File: src/rtl/vga_timing_pkg.sv
// rtl/vga_timing_pkg.sv - shared constants and types for the VGA timing generator
package vga_timing_pkg;

  localparam int CNT_W   = 10;
  localparam int CNT_MAX = 1 << CNT_W;

  // 640x480@60 from a 100 MHz system clock
  localparam int DEF_CLK_DIV  = 4;
  localparam int DEF_H_SYNC   = 96;
  localparam int DEF_H_BP     = 48;
  localparam int DEF_H_ACTIVE = 640;
  localparam int DEF_H_FP     = 16;
  localparam int DEF_V_SYNC   = 2;
  localparam int DEF_V_BP     = 33;
  localparam int DEF_V_ACTIVE = 480;
  localparam int DEF_V_FP     = 10;

  localparam int DEF_H_TOTAL     = DEF_H_SYNC + DEF_H_BP + DEF_H_ACTIVE + DEF_H_FP;
  localparam int DEF_V_TOTAL     = DEF_V_SYNC + DEF_V_BP + DEF_V_ACTIVE + DEF_V_FP;
  localparam int DEF_H_ACT_START = DEF_H_SYNC + DEF_H_BP;
  localparam int DEF_V_ACT_START = DEF_V_SYNC + DEF_V_BP;

  typedef logic [CNT_W-1:0] cnt_t;

  typedef struct packed {
    logic hsync;
    logic vsync;
    logic active;
    cnt_t x;
    cnt_t y;
  } vga_decode_t;

endpackage

File: src/rtl/vga_timing_if.sv
// rtl/vga_timing_if.sv - timing bundle from the generator to the colour/sync stage
interface vga_timing_if;

  logic                            pix_en;
  logic [vga_timing_pkg::CNT_W-1:0] h_count;
  logic [vga_timing_pkg::CNT_W-1:0] v_count;
  logic                            hsync;
  logic                            vsync;
  logic                            active;
  logic [vga_timing_pkg::CNT_W-1:0] x;
  logic [vga_timing_pkg::CNT_W-1:0] y;
  logic                            line_start;
  logic                            frame_start;

  modport master (
    output pix_en, h_count, v_count, hsync, vsync, active, x, y, line_start, frame_start
  );

  modport slave (
    input pix_en, h_count, v_count, hsync, vsync, active, x, y, line_start, frame_start
  );

endinterface

File: src/rtl/vga_pix_tick.sv
// rtl/vga_pix_tick.sv - system-clock divider producing the registered pixel-enable strobe
module vga_pix_tick #(
  parameter int CLK_DIV = 4
) (
  input  logic clk,
  input  logic rst_n,
  output logic pix_en_o
);

  localparam int DW = (CLK_DIV > 1) ? $clog2(CLK_DIV) : 1;
  localparam logic [DW-1:0] DIV_LAST = DW'(CLK_DIV - 1);

  generate
    if (CLK_DIV < 1) begin : g_bad_div
      $error("vga_pix_tick: CLK_DIV must be at least 1");
    end
  endgenerate

  logic [DW-1:0] div_cnt_q, div_cnt_d;
  logic          pix_en_q, pix_en_d;

  // Registered strobe keeps pix_en low in reset even when CLK_DIV is 1
  always_comb begin
    div_cnt_d = (div_cnt_q == DIV_LAST) ? '0 : div_cnt_q + 1'b1;
    pix_en_d  = (div_cnt_q == DIV_LAST);
  end

  always_ff @(posedge clk) begin
    if (!rst_n) begin
      div_cnt_q <= '0;
      pix_en_q  <= 1'b0;
    end else begin
      div_cnt_q <= div_cnt_d;
      pix_en_q  <= pix_en_d;
    end
  end

  assign pix_en_o = pix_en_q;

endmodule

File: src/rtl/vga_timing_gen.sv
// rtl/vga_timing_gen.sv - horizontal/vertical counters with registered sync, window and coordinate decode
module vga_timing_gen
  import vga_timing_pkg::*;
#(
  parameter int CLK_DIV  = DEF_CLK_DIV,
  parameter int H_SYNC   = DEF_H_SYNC,
  parameter int H_BP     = DEF_H_BP,
  parameter int H_ACTIVE = DEF_H_ACTIVE,
  parameter int H_FP     = DEF_H_FP,
  parameter int V_SYNC   = DEF_V_SYNC,
  parameter int V_BP     = DEF_V_BP,
  parameter int V_ACTIVE = DEF_V_ACTIVE,
  parameter int V_FP     = DEF_V_FP
) (
  input  logic         clk,
  input  logic         rst_n,
  vga_timing_if.master vga_o
);

  localparam int H_TOTAL     = H_SYNC + H_BP + H_ACTIVE + H_FP;
  localparam int V_TOTAL     = V_SYNC + V_BP + V_ACTIVE + V_FP;
  localparam int H_ACT_START = H_SYNC + H_BP;
  localparam int V_ACT_START = V_SYNC + V_BP;

  localparam cnt_t H_LAST      = cnt_t'(H_TOTAL - 1);
  localparam cnt_t V_LAST      = cnt_t'(V_TOTAL - 1);
  localparam cnt_t H_SYNC_END  = cnt_t'(H_SYNC);
  localparam cnt_t V_SYNC_END  = cnt_t'(V_SYNC);
  localparam cnt_t H_ACT_FIRST = cnt_t'(H_ACT_START);
  localparam cnt_t H_ACT_LAST  = cnt_t'(H_ACT_START + H_ACTIVE - 1);
  localparam cnt_t V_ACT_FIRST = cnt_t'(V_ACT_START);
  localparam cnt_t V_ACT_LAST  = cnt_t'(V_ACT_START + V_ACTIVE - 1);

  generate
    if (H_TOTAL > CNT_MAX) begin : g_h_too_long
      $error("vga_timing_gen: H_TOTAL exceeds the counter range");
    end
    if (V_TOTAL > CNT_MAX) begin : g_v_too_long
      $error("vga_timing_gen: V_TOTAL exceeds the counter range");
    end
  endgenerate

  logic        pix_en;
  cnt_t        h_q, h_d, v_q, v_d;
  logic        h_wrap, v_wrap;
  vga_decode_t dec_q, dec_d;
  logic        line_start_q, line_start_d;
  logic        frame_start_q, frame_start_d;

  vga_pix_tick #(
    .CLK_DIV(CLK_DIV)
  ) u_pix_tick (
    .clk     (clk),
    .rst_n   (rst_n),
    .pix_en_o(pix_en)
  );

  // Decode runs on the next-state counters so outputs line up with h_q/v_q
  always_comb begin
    h_d    = h_q;
    v_d    = v_q;
    h_wrap = (h_q == H_LAST);
    v_wrap = (v_q == V_LAST);
    if (pix_en) begin
      if (h_wrap) begin
        h_d = '0;
        v_d = v_wrap ? '0 : v_q + 1'b1;
      end else begin
        h_d = h_q + 1'b1;
      end
    end
    line_start_d  = pix_en && h_wrap;
    frame_start_d = pix_en && h_wrap && v_wrap;
    dec_d.hsync   = (h_d >= H_SYNC_END);
    dec_d.vsync   = (v_d >= V_SYNC_END);
    dec_d.active  = (h_d >= H_ACT_FIRST) && (h_d <= H_ACT_LAST) &&
                    (v_d >= V_ACT_FIRST) && (v_d <= V_ACT_LAST);
    dec_d.x       = dec_d.active ? h_d - H_ACT_FIRST : '0;
    dec_d.y       = dec_d.active ? v_d - V_ACT_FIRST : '0;
  end

  always_ff @(posedge clk) begin
    if (!rst_n) begin
      h_q           <= '0;
      v_q           <= '0;
      dec_q         <= '0;
      line_start_q  <= 1'b0;
      frame_start_q <= 1'b0;
    end else begin
      h_q           <= h_d;
      v_q           <= v_d;
      dec_q         <= dec_d;
      line_start_q  <= line_start_d;
      frame_start_q <= frame_start_d;
    end
  end

  assign vga_o.pix_en      = pix_en;
  assign vga_o.h_count     = h_q;
  assign vga_o.v_count     = v_q;
  assign vga_o.hsync       = dec_q.hsync;
  assign vga_o.vsync       = dec_q.vsync;
  assign vga_o.active      = dec_q.active;
  assign vga_o.x           = dec_q.x;
  assign vga_o.y           = dec_q.y;
  assign vga_o.line_start  = line_start_q;
  assign vga_o.frame_start = frame_start_q;

endmodule

File: src/flat_wrapper.sv
// flat-port wrapper written by rule: the top's interface ports become plain ports
module vga_timing_gen_flat import vga_timing_pkg::*;
#(
  parameter int CLK_DIV  = DEF_CLK_DIV,
  parameter int H_SYNC   = DEF_H_SYNC,
  parameter int H_BP     = DEF_H_BP,
  parameter int H_ACTIVE = DEF_H_ACTIVE,
  parameter int H_FP     = DEF_H_FP,
  parameter int V_SYNC   = DEF_V_SYNC,
  parameter int V_BP     = DEF_V_BP,
  parameter int V_ACTIVE = DEF_V_ACTIVE,
  parameter int V_FP     = DEF_V_FP
)
  (clk, rst_n, vga_o_pix_en, vga_o_h_count, vga_o_v_count, vga_o_hsync, vga_o_vsync, vga_o_active, vga_o_x, vga_o_y, vga_o_line_start, vga_o_frame_start);
  vga_timing_if vga_o_i ();
  input  logic clk;
  input  logic rst_n;
  output wire logic [$bits(vga_o_i.pix_en)-1:0] vga_o_pix_en;
  output wire logic [$bits(vga_o_i.h_count)-1:0] vga_o_h_count;
  output wire logic [$bits(vga_o_i.v_count)-1:0] vga_o_v_count;
  output wire logic [$bits(vga_o_i.hsync)-1:0] vga_o_hsync;
  output wire logic [$bits(vga_o_i.vsync)-1:0] vga_o_vsync;
  output wire logic [$bits(vga_o_i.active)-1:0] vga_o_active;
  output wire logic [$bits(vga_o_i.x)-1:0] vga_o_x;
  output wire logic [$bits(vga_o_i.y)-1:0] vga_o_y;
  output wire logic [$bits(vga_o_i.line_start)-1:0] vga_o_line_start;
  output wire logic [$bits(vga_o_i.frame_start)-1:0] vga_o_frame_start;
  assign vga_o_pix_en = vga_o_i.pix_en;
  assign vga_o_h_count = vga_o_i.h_count;
  assign vga_o_v_count = vga_o_i.v_count;
  assign vga_o_hsync = vga_o_i.hsync;
  assign vga_o_vsync = vga_o_i.vsync;
  assign vga_o_active = vga_o_i.active;
  assign vga_o_x = vga_o_i.x;
  assign vga_o_y = vga_o_i.y;
  assign vga_o_line_start = vga_o_i.line_start;
  assign vga_o_frame_start = vga_o_i.frame_start;
  vga_timing_gen #(.CLK_DIV(CLK_DIV), .H_SYNC(H_SYNC), .H_BP(H_BP), .H_ACTIVE(H_ACTIVE), .H_FP(H_FP), .V_SYNC(V_SYNC), .V_BP(V_BP), .V_ACTIVE(V_ACTIVE), .V_FP(V_FP)) u_core (.clk(clk), .rst_n(rst_n), .vga_o(vga_o_i));
endmodule
File: config.mk
export PLATFORM = sky130hd
export DESIGN_NAME = vga_timing_gen_flat
export DESIGN_NICKNAME = d
export VERILOG_FILES = /design/src/rtl/vga_timing_pkg.sv /design/src/rtl/vga_timing_if.sv /design/src/rtl/vga_pix_tick.sv /design/src/rtl/vga_timing_gen.sv /design/src/flat_wrapper.sv
export SDC_FILE = /design/constraint.sdc
export NUM_CORES = 1
export LEC_CHECK = 0
export ABC_AREA = 1
export BUFFER_PORTS_ARGS = -buffer_cell sky130_fd_sc_hd__buf_2
export CAP_MARGIN = 20
export CORE_MARGIN = 5
export CORE_UTILIZATION = 35
export CTS_CLUSTER_DIAMETER = 200
export CTS_CLUSTER_SIZE = 8
export DETAILED_ROUTE_END_ITERATION = 7
export PLACE_DENSITY = 0.6
export RECOVER_POWER = 25
export SLEW_MARGIN = 20
export SYNTH_ARGS = -nofsm -noshare
export SYNTH_HDL_FRONTEND = slang
export SYNTH_SLANG_ARGS = --single-unit
File: constraint.sdc
create_clock -name clk -period 4.2 [get_ports clk]
set_input_delay 0.63 -clock clk [delete_from_list [all_inputs] [get_ports clk]]
set_output_delay 0.63 -clock clk [all_outputs]
set_load 0.1 [all_outputs]
======== Word level (Yosys, flattened, before mapping) ========
Cells that the tools add are included.
storage, ports and cells
  bits in read-only memories .............. 0
  bits in latches ......................... 0
  bits of input ports ..................... 2
  register bits after elaboration ......... 48
  output and inout bits ................... 46
  RAM bits ................................ 0
  memories ................................ 0
  logic and storage cells ................. 38
cells by class
  multiply operators ...................... 0
  reduce and logical (&&, ||, !) cells .... 7
  magnitude comparators ................... 6
  equality and inequality tests ........... 3
  $add $sub $neg .......................... 5
  divide/modulo/power cells ............... 0
  multiplexer cells ....................... 5
  shifts and indexed selects .............. 0
  bitwise logic cells ..................... 1
operators with widths
  kind                                                                    number
  10-bit 2-to-1 mux                                                       5
  10-bit by 1-bit adder with 10-bit output, second input constant         2
  10-bit equality test, second input constant                             2
  10-bit <= comparator, second input constant                             2
  10-bit by 2-bit >= comparator with 1-bit output, second input constant  1
  10-bit by 6-bit >= comparator with 1-bit output, second input constant  1
  10-bit by 7-bit >= comparator with 1-bit output, second input constant  1
  10-bit by 8-bit >= comparator with 1-bit output, second input constant  1
  10-bit by 6-bit subtractor with 10-bit output, second input constant    1
  10-bit by 8-bit subtractor with 10-bit output, second input constant    1
  1-bit logical AND                                                       5
  2-bit by 1-bit adder with 2-bit output, second input constant           1
  2-bit equality test, second input constant                              1
  2-bit AND reduction                                                     1
  2-bit OR reduction                                                      1
  1-bit inverter                                                          1

======== Logic depth before layout (Yosys ltp) ========
  depth in word-level cells ............... 8
  mapped depth ............................ 17
  mapped depth without buffers ............ 16

======== Hierarchy ========
From an unflattened synthesis, not the netlist that was laid out.
second synthesis, totals
  cell total of the unflattened synthesis .. 376
  area total of the unflattened synthesis .. 2615.0 um2
by module, submodules not included
  module          instances  cells an instance  area an instance (um2)  seq. area each (um2)
  vga_timing_gen  1          365                2516.2                  900.9
  vga_pix_tick    1          11                 98.8                    60.1

======== Worst setup path before layout ========
OpenSTA, ideal clock, no wires.
  path type ............................... register -> register
  from .................................... reg u_core.h_q[0] (netlist: u_core.vga_o.h_count[0])
  to ...................................... reg u_core.dec_q (netlist bit u_core.vga_o.x[0])
  data required time ...................... 4138 ps
  library setup time ...................... 62 ps
  period minus slack after synthesis ...... 3009 ps
  slack ................................... 1191 ps
  stages on the path, launching flop included .. 16
  arrival time ............................ 2946 ps
  buffers on the path ..................... 1
  path through ............................ dfxtp_1 > ha_1 > nand2_1 > nor2_4 > nand2_2 > inv_2 > nand2_4 > o21ai_1 > ha_1 > inv_1 > nand4_2 > nand2_2 > a21oi_2 > nand3_2 > buf_6 > nor2_2
on the way
  elaborated cells on any way between the ends .. 15
  classes of those cells .................. add/sub (2); order compare (4); eq/ne (1); mux (4); reduce/logical (4)
RTL lines
  what                                             RTL line              RTL
  start: declaration                               vga_timing_gen.sv:44  cnt_t h_q, h_d, v_q, v_d;
  start signal: assignment                         vga_timing_gen.sv:84  h_q <= '0;
  start signal: assignment                         vga_timing_gen.sv:90  h_q <= h_d;
  10-bit equality test *                           vga_timing_gen.sv:62  h_wrap = (h_q == H_LAST);
  10-bit 2-to-1 mux *                              vga_timing_gen.sv:65  if (h_wrap) begin
  10-bit 2-to-1 mux *                              vga_timing_gen.sv:64  if (pix_en) begin
  net u_core.v_d[1]                                vga_timing_gen.sv:44
  10-bit by 6-bit >= comparator with 1-bit output  vga_timing_gen.sv:77  (v_d >= V_ACT_FIRST) && (v_d <= V_ACT_LAST);
  1-bit logical AND                                vga_timing_gen.sv:76  dec_d.active = (h_d >= H_ACT_FIRST) && (h_d <= H_ACT_LAST) &&
  1-bit logical AND *                              vga_timing_gen.sv:77
  2-bit AND reduction (no source line) *           -
  end signal: assignment                           vga_timing_gen.sv:86  dec_q <= '0;
  end signal: assignment                           vga_timing_gen.sv:92  dec_q <= dec_d;
  end: declaration                                 vga_timing_gen.sv:46  vga_decode_t dec_q, dec_d;
Mark *: on every way through the listed nets, which the timed path passes. The rest lies on a longest branch.
A chain may end at the register's enable or synchronous reset.

======== Worst setup path in the final report ========
  from .................................... reg u_core.h_q[0] (netlist: u_core.vga_o.h_count[0])
  to ...................................... reg u_core.dec_q (netlist bit u_core.vga_o.x[8])
Same word-level chain as after synthesis.

==> results.toml <==
[pwr]
p_leak_nw = 1.481
seqPwrFrac_pct = 60.4
power_density_nw_per_um2 = 264.0
power_mw = 0.7629
power_switching_mw = 0.1829
internal_power_mw = 0.5800
combPwrFrac_pct = 2.5
clockPowerShare_pct = 37.2
peakVddDrop_mv = 0.1554
swShare_pct = 23.98

[clocking]
hold_buffers = 0
cts_root_buf = "clkbuf_8"
clkSlewWorstSetupHoldPaths_ps = 90
cts_buffers = 5
cts.sinks = 48
cts_resized = 0
post_cts_buffers = 0
htree_levels = 2
clock_latency_ps = 310
clk_path_buf_depth = 2
cts_tree = "built"

[critical_path]
r2r_slack_ps = 1170
path_buf_inv = 2
slowest_stage = "nand3_2"
crit_fanout = 21
crit_chain = "ha_1, nand2_1, nor2_4, nand2_2, inv_2, nand2_4, o21ai_1, ha_1, inv_1, nand4_2, nand2_2, a21oi_2, nand3_2, nor2_1"
worstSetupStartpointType = "flip-flop"
cpLargestDelayFamily = "simple AND/OR/NAND/NOR gates"
critPathCaptureType = "flip-flop"
critPathRequiredTime_ps = 4430
cp_slowest_stage_delay_ps = 490
critPathArrivalTime_ps = 3260
path_class = "flip-flop to flip-flop"

[route]
drtAntennaViolNets = 0
drt_iter0_drc = 71
drcViolationCount = 0
vias = 2242
drt-vias-per-instance = 4.529
drtPass1Iterations = 4
routed_wl_um = 5834
wl_per_cell_um = 11.79

[final_layout]
drive_above_1_share_pct = 22.81
area_growth_pct = 15.50
design_area_um2 = 2890
fin_cells = 495
num_antenna_cells = 0
final_nets = 409
n_fill_cell = 741

[sta]
finalSetupViolCount = 0
min_period_over_period_pct = 72.04
skew_ps = 9.820
drv_slew = 0
slew_headroom_pct = 19.95
rsz0062_at_grt = "false"
setup_tns_ps = 0
finalCriticalPeriod_ps = 3026
hold_viol_final = 0
fmax_mhz = 330.5
tightest_slew_ps = 1201

[logic_synthesis]
yosysWarnings = 0
ys_seq_elements = 48
yosysSeqAreaShare_pct = 38.40
syn_inst = 349
netlist_area_um2 = 2502
yosys.cell_types.count = 31
syn_avg_cell_area_um2 = 7.170
synth_fp_nets = 360

[floorplanning]
rows = 30
ios = 48
fp.dieH_um = 94.56
dieArea_um2 = 8941
start_util_pct = 36.43
coreArea_um2 = 6869
die_w_um = 94.56

[global_route]
grt_max_degree = 26
antenna_found_initial = 0
grt_pass1_vias = 2153
grt-ovfl-total = 0
grt_pass1_wl_um = 9942
grt_usage_pct = 13.98

[place]
hpwl_um = 4502
dp_cells = 487
gp_congestion = 0.9222
placed_cell_area_um2 = 2819
io_buffers = 47

[run_status]
status = "complete, no violations"

[run]
maxCapViolCount = 0

[min_path]
min_path_type = "flip-flop to flip-flop"
-- layer usage --
layer,vias up,share of wire (%),track usage [%]
li1,1166,-,-
met1,996,44,17.09
met2,67,49,24.29
met3,13,5.6,3.187
met4,0,1.4,4.447
met5,-,0,0
-- sequential cells by signal (all words and copies together), names as in the netlist --
signal,flops
u_core.vga_o.v_count,10
u_core.vga_o.y,10
u_core.u_pix_tick.pix_en_o,1
u_core.vga_o.x,10
u_core.vga_o.line_start,1
u_core.vga_o.hsync,1
u_core.u_pix_tick.div_cnt_q,2
u_core.vga_o.vsync,1
u_core.vga_o.active,1
u_core.vga_o.frame_start,1
u_core.vga_o.h_count,10
-- power groups by stage --
| stage | clock network, mW | logic, mW | registers [mW] |
|---|---|---|---|
| final | 0.284 | 0.0188 | 0.461 |
| after floorplan | 0 | 0.00956 | 0.476 |
| after global placement | 0 | 0.0194 | 0.471 |
| after global routing | 0.314 | 0.0214 | 0.461 |
| after CTS | 0.294 | 0.0196 | 0.461 |
| after detailed placement | 0 | 0.0196 | 0.471 |
-- logic make-up after synthesis --
family / share of synthesized area (%)
and+or+nand+nor: 40.50
xor gates and xnor gates: 2.800
adders and majority gates: 4.500
buffers and inverters: 9.650
AOI/OAI and AO/OA: 4.150
DFF: 38.40
-- cells in the mapped netlist (all sizes together) --
cell type  number  area (um2)
nand3b          2       15.01
o21ai           9       52.55
clkbuf          2       7.510
o21bai          1       7.510
xor2            4       35.03
nor3            5       25.02
a21oi           5       28.78
nand2         100       417.9
dfxtp          48       960.9
nor4            1       6.260
clkinv          1       3.750
ha              9       112.6
inv            51       191.4
nor2           67       326.6
nand4           7       50.05
buf             4       38.78
a21o            1       15.01
nor3b           1       7.510
xnor2           4       35.03
nand3          27       165.2
-- layout by cell type, fill, tap and decap left out --
cell type and count:
a21o_4 1, clkinvlp_4 2, clkinv_4 1, nor3b_1 1, nor3_1 5, nand3_2 6, o21ai_2 2, dfxtp_1 48
clkbuf_1 15, xnor2_1 4, ha_1 9, nand4_2 1, nor2_1 43, a21oi_1 4, nand2_4 3, nand3b_1 2
nand3_1 21, o21bai_1 1, a21oi_2 1, nor2_2 21, nand2_1 89, nor4_1 1, xor2_1 4, inv_1 47
o21ai_1 2, buf_2 33, clkinv_1 1, nor2_4 3, o21ai_0 5, clkbuf_8 5, nand4_1 6, nand2_2 8
inv_2 4
-- cell type report --
class                      count  area (um2)  share of cell area (%)
multi-input combinational    243        1300                   44.98
sequential                    48       960.9                   33.25
timing repair buffer          48       221.5                   7.662
inverter                      52       195.2                   6.753
tap                           96       120.1                   4.156
clock buffer                   5       68.82                   2.381
clock inverter                 3       23.77                  0.8225
-- through the flow --
step / worst slack, ps / utilization (%) / hold slack, ps
detailed placement: 1183 / 41.04 / 428.4
global route: 803.4 / 42.08 / 463.2
CTS: 1151 / 42.39 / 442.5
floorplan: 1191 / - / 408.4
global placement: 1220 / 41.04 / 419.0
finish: 1174 / 42.08 / 437.7
-- worst paths after layout --
path	start	endpoint	cells past startpoint
worst max-delay path	u_core.vga_o.h_count[0]$_SDFF_PN0_	u_core.vga_o.x[8]$_SDFF_PN0_	14
worst min-delay path	u_core.u_pix_tick.div_cnt_q[0]$_SDFF_PP0_	u_core.u_pix_tick.div_cnt_q[0]$_SDFF_PP0_	1
worst max register to register	u_core.vga_o.h_count[0]$_SDFF_PN0_	u_core.vga_o.x[8]$_SDFF_PN0_	14
worst min register to register	u_core.u_pix_tick.div_cnt_q[0]$_SDFF_PP0_	u_core.u_pix_tick.div_cnt_q[0]$_SDFF_PP0_	1
No activity file was read; power rests on OpenSTA's default activity.
